### src/rtl/m_wb_arbiter2.sv
// Two-master to one-slave Wishbone B4 classic arbiter.
//
// Master 0 (midgetv core) and master 1 (loader/debug/DMA) share one 32-bit slave. Grants are
// round-robin on contention and held for the whole CYC of the granted master. A watchdog ends
// a strobe that the slave never acknowledges with a one-cycle ERR to the granted master.
//
// Ports:
//   CLK_I, RST_I                   clock, synchronous active-high reset
//   Mx_CYC_I/STB_I/WE_I            master x bus cycle, strobe, write enable
//   Mx_ADR_I/DAT_I/SEL_I           master x address, write data, byte selects
//   Mx_ACK_O, Mx_ERR_O             acknowledge / error back to master x
//   S_CYC_O/STB_O/WE_O/ADR_O/DAT_O/SEL_O  routed slave-side bus
//   S_ACK_I, S_DAT_I               slave acknowledge and read data
//   M_DAT_O                        read data to both masters (S_DAT_I passed through)
//   gnt                            registered one-hot grant, bit0 = master 0, bit1 = master 1
module m_wb_arbiter2 #(
  parameter int unsigned TMO_WIDTH  = 8,
  parameter int unsigned TMO_CYCLES = 255
) (
  input  logic        CLK_I,
  input  logic        RST_I,
  input  logic        M0_CYC_I,
  input  logic        M0_STB_I,
  input  logic        M0_WE_I,
  input  logic [31:0] M0_ADR_I,
  input  logic [31:0] M0_DAT_I,
  input  logic [3:0]  M0_SEL_I,
  output logic        M0_ACK_O,
  output logic        M0_ERR_O,
  input  logic        M1_CYC_I,
  input  logic        M1_STB_I,
  input  logic        M1_WE_I,
  input  logic [31:0] M1_ADR_I,
  input  logic [31:0] M1_DAT_I,
  input  logic [3:0]  M1_SEL_I,
  output logic        M1_ACK_O,
  output logic        M1_ERR_O,
  output logic        S_CYC_O,
  output logic        S_STB_O,
  output logic        S_WE_O,
  output logic [31:0] S_ADR_O,
  output logic [31:0] S_DAT_O,
  output logic [3:0]  S_SEL_O,
  input  logic        S_ACK_I,
  input  logic [31:0] S_DAT_I,
  output logic [31:0] M_DAT_O,
  output logic [1:0]  gnt
);

  typedef enum logic [1:0] {StIdle, StG0, StG1} state_e;

  localparam logic [TMO_WIDTH-1:0] TmoLimit = TMO_WIDTH'(TMO_CYCLES);
  localparam logic [TMO_WIDTH-1:0] CntOne   = TMO_WIDTH'(1);

  state_e               state_q;
  logic                 lastg_q;
  logic [TMO_WIDTH-1:0] cnt_q;

  logic granted;
  logic sel1;
  logic m_cyc;
  logic m_stb;
  logic tmo_fire;

  assign M_DAT_O = S_DAT_I;

  always_comb begin
    // Reset masks routing in the same cycle, so an in-flight slave ACK is never forwarded.
    granted  = (state_q != StIdle) && !RST_I;
    sel1     = (state_q == StG1);
    m_cyc    = sel1 ? M1_CYC_I : M0_CYC_I;
    m_stb    = sel1 ? M1_STB_I : M0_STB_I;
    // ACK on the terminal-count cycle takes precedence over the timeout.
    tmo_fire = granted && m_stb && !S_ACK_I && (cnt_q == TmoLimit);

    S_CYC_O  = granted && m_cyc;
    S_STB_O  = granted && m_stb && !tmo_fire;
    S_WE_O   = granted && (sel1 ? M1_WE_I : M0_WE_I);
    S_ADR_O  = '0;
    S_DAT_O  = '0;
    S_SEL_O  = '0;
    if (granted) begin
      S_ADR_O = sel1 ? M1_ADR_I : M0_ADR_I;
      S_DAT_O = sel1 ? M1_DAT_I : M0_DAT_I;
      S_SEL_O = sel1 ? M1_SEL_I : M0_SEL_I;
    end

    M0_ACK_O = granted && !sel1 && M0_STB_I && S_ACK_I;
    M1_ACK_O = granted &&  sel1 && M1_STB_I && S_ACK_I;
    M0_ERR_O = tmo_fire && !sel1;
    M1_ERR_O = tmo_fire &&  sel1;
  end

  always_ff @(posedge CLK_I) begin
    if (RST_I) begin
      state_q <= StIdle;
      lastg_q <= 1'b1;
      cnt_q   <= '0;
      gnt     <= 2'b00;
    end else begin
      case (state_q)
        StIdle: begin
          cnt_q <= '0;
          // On a tie the master that was not granted last time wins.
          if (M0_CYC_I && (!M1_CYC_I || lastg_q)) begin
            state_q <= StG0;
            lastg_q <= 1'b0;
            gnt     <= 2'b01;
          end else if (M1_CYC_I) begin
            state_q <= StG1;
            lastg_q <= 1'b1;
            gnt     <= 2'b10;
          end
        end
        StG0, StG1: begin
          if (!m_cyc) begin
            state_q <= StIdle;
            gnt     <= 2'b00;
          end
          // Counting stops at TmoLimit because the fire cycle clears it.
          if (!m_stb || S_ACK_I || tmo_fire) begin
            cnt_q <= '0;
          end else begin
            cnt_q <= cnt_q + CntOne;
          end
        end
        default: begin
          state_q <= StIdle;
          cnt_q   <= '0;
          gnt     <= 2'b00;
        end
      endcase
    end
  end

endmodule

### config.mk
export PLATFORM = sky130hd
export DESIGN_NAME = m_wb_arbiter2
export DESIGN_NICKNAME = d
export VERILOG_FILES = /design/src/rtl/m_wb_arbiter2.sv
export SDC_FILE = /design/constraint.sdc
export NUM_CORES = 1
export LEC_CHECK = 0
export CORE_AREA = 2 2 112 114
export CTS_BUF_LIST = sky130_fd_sc_hd__clkbuf_8 sky130_fd_sc_hd__clkbuf_16
export CTS_CLUSTER_SIZE = 14
export DETAILED_ROUTE_END_ITERATION = 10
export DIE_AREA = 0 0 114 116
export GPL_ROUTABILITY_DRIVEN = 0
export PLACE_DENSITY = 0.63
export SLEW_MARGIN = 10
export SYNTH_ARGS = -nofsm -noshare
export SYNTH_HDL_FRONTEND = slang
export SYNTH_SLANG_ARGS = --single-unit
### constraint.sdc
create_clock -name CLK_I -period 2.5 [get_ports CLK_I]
set_input_delay 0.5 -clock CLK_I [delete_from_list [all_inputs] [get_ports CLK_I]]
set_output_delay 0.5 -clock CLK_I [all_outputs]
set_load 0.02 [all_outputs]
==> results_dict.tcl <==
set metrics [dict create \
    status "completed" \
    synth-main-ff-cell "dfxtp_1" \
    synth.net_count 438 \
    clk_pin_slew_ps 40 \
    vias 2475 \
    numClockSinks 11 \
    regArea_sq_um 220 \
    antenna_cells 0 \
    dpl.hpwl_mm 7.01 \
    drt-total-wl_mm 8.34 \
    die_h_um 116 \
    viasPerCell 4.11 \
    grt_pass1_wl_mm 12.1 \
    yosysSeqAreaShare_pct 11.6 \
    cts_max_level 1 \
    cts_root_buf "clkbuf_16" \
    path_max_fanout 4 \
    critPathArrivalTime_ps 1920 \
    yosysWarnings 0 \
    rsz0062_at_grt "false" \
    synthArstFlopShare_pct 0 \
    grt_usage_pct 11.4 \
    io_pins 286 \
    ys_ff_latch 11 \
    pwr-share-clk_pct 20.3 \
    whs_ps 495 \
    synth_adder_area_share_pct 1.97 \
    yosys.area_share.simple_pct 24.5 \
    setup_viol 0 \
    cellPowerDensity_mw_per_mm2 360 \
    synth_compound_area_share_pct 5.59 \
    min_path_type "reg -> reg" \
    clockBufferDepth 2 \
    design_area_sq_mm 0.00391 \
    route.detailed.wl_per_inst_um 13.9 \
    postSynthAreaPerCell_sq_um 7.37 \
    synthXorXnorAreaFrac_pct 1.38 \
    tightestPinTransition_ps 502 \
    drtIter0Drc 60 \
    clock_latency_ps 240 \
    grt_pass1_vias 2437 \
    p_total_mw 1.41 \
    combPwrFrac_pct 66.2 \
    finalNetCount 636 \
    synthCells 258 \
    syn_to_final_growth_pct 106 \
    drc 0 \
    cts_buffers 3 \
    worstSetupPathType "in -> out" \
    antenna_found_initial 0 \
    synth_cell_types 36 \
    ant_nets 0 \
    finalHoldViolCount 0 \
    min_period_ps 2420 \
    worst_setup_path_start_kind "primary input" \
    power.switching_mw 0.533 \
    multiInputGateArea_sq_mm 0.00135 \
    fmax_mhz 413 \
    grt_overflow 0 \
    cap_violations 0 \
    fp.dieW_um 114 \
    drtPass1Iterations 6 \
    grt_max_degree 50 \
    rrSetupSlack_ps 660 \
    cts_tree "built" \
    end_kind "primary output" \
    core_sq_mm 0.0119 \
    ir_worst_vdd_v 0.000164 \
    fin_skew_ps 1.24 \
    sw_frac_of_total_pct 37.8 \
    p_leak_nw 1.58 \
    placed_cell_area_sq_mm 0.00418 \
    synth_top_family_by_area "multiplexers" \
    p_int_mw 0.876 \
    slew_headroom_pct 66.3 \
    fillerInstances 1269 \
    min_period_over_period_pct 96.9 \
    initial_core_util_pct 16.0 \
    critical_path_required_ps 2000 \
    share_seq_of_total_power_pct 13.5 \
    drive_above_1_share_pct 23.1 \
    syn_area_sq_mm 0.00190 \
    synth_edf_count 0 \
    io_buffers 221 \
    report.final.slew_viol_count 0 \
    die_area_sq_mm 0.0132 \
    rows 40 \
    synth.area.mux_share_pct 36.8 \
]
## layer usage
metal  part of all wire (%)  global-route usage, %
met2                     53                   21.3
met5                      0                      0
met1                     38                   13.1
met3                    7.8                   2.72
met4                    1.1                   2.68
## sequential cells by signal (all words and copies together), names as in the netlist
| signal | flops |
|---|---|
| cnt_q | 8 |
| lastg_q | 1 |
| state_q | 2 |
## synth_stat cells (all sizes together) (3+ instances only)
cell type  number  area (sq um)
and3            3          18.8
nor3            4          20.0
o21ai           4          20.0
buf            41           297
clkbuf          7          26.3
nand2           3          13.8
nand3           4          20.0
mux2i          70           701
dfxtp          11           220
nor2           75           282
ha              3          37.5
and2            3          18.8
inv             6          22.5
## layout by cell type (no fill, tap or decap), drive strengths merged, types with 2 or more instances in the layout
| cell type | instances |
|---|---|
| clkdlybuf4s15 | 3 |
| and2 | 3 |
| clkdlybuf4s50 | 146 |
| and3 | 3 |
| dfxtp | 11 |
| nor2 | 75 |
| nand2b | 2 |
| nand2 | 3 |
| ha | 3 |
| dlygate4sd2 | 2 |
| inv | 7 |
| or3 | 2 |
| o21ai | 4 |
| clkbuf | 68 |
| nor3 | 4 |
| a21oi | 2 |
| buf | 25 |
| mux2i | 70 |
| xor2 | 2 |
| nand3 | 4 |
## critical path, cell delays in order
cell and delay [ps]:
clkdlybuf4s50_1 410, or2_2 330, buf_4 180, nor3_2 210, clkdlybuf4s15_2 300
## through the flow
stage	setup TNS (ps)	std cells	setup slack, ps	utilization [%]
global placement	-22530	598	-382	35.1
finish	0	602	76.4	32.9
floorplan	0	258	308	-
global route	0	602	0.930	32.9
detailed placement	-23310	598	-387	35.1
CTS	-24.3	602	-15.4	35.3
## path summary, 6_finish.rpt
| path | startpoint | to | depth (start not counted) |
|---|---|---|---|
| min reg2reg | cnt_q[0] | cnt_q[0] | 1 |
| max | RST_I | S_STB_O | 5 |
| max reg2reg | state_q[0] | cnt_q[3] | 6 |
| min | cnt_q[0] | cnt_q[0] | 1 |
## cells by family (layout without fill, tap and decap cells)
logic type      Yosys count  after routing
mux                      70             70
xor+xnor                  3              3
compound gates           14             14
simple gates            103            103
fa+ha+maj                 3              3
buf+inv                  54            251
flops                    11             11
## cell type report
cell class | instances | area share (%)
Clock buffer | 3 | 1.92
Clock inverter | 1 | 0.0959
Inverter | 6 | 0.575
Multi-Input combinational cell | 193 | 34.6
Sequential cell | 11 | 5.63
Tap cell | 147 | 4.70
Timing Repair Buffer | 241 | 52.5
## power groups by stage
stage / Clock [mW] / Sequential (mW) / Combinational [mW]
2_1_floorplan: 0 / 0.199 / 0.545
3_3_place_gp: 0 / 0.192 / 1.02
4_1_cts: 0.292 / 0.189 / 0.975
6_report: 0.286 / 0.190 / 0.933
5_1_grt: 0.298 / 0.191 / 1.00
3_5_place_dp: 0 / 0.192 / 1.03
## timing repair
action                     in CTS  in global routing
setup endpoints to repair      75                 73
hold buffers                    0                  0
pin swaps                       0                  1
resized for setup             110                119
setup buffers                   0                  0
(Power assumes the default switching activity.)
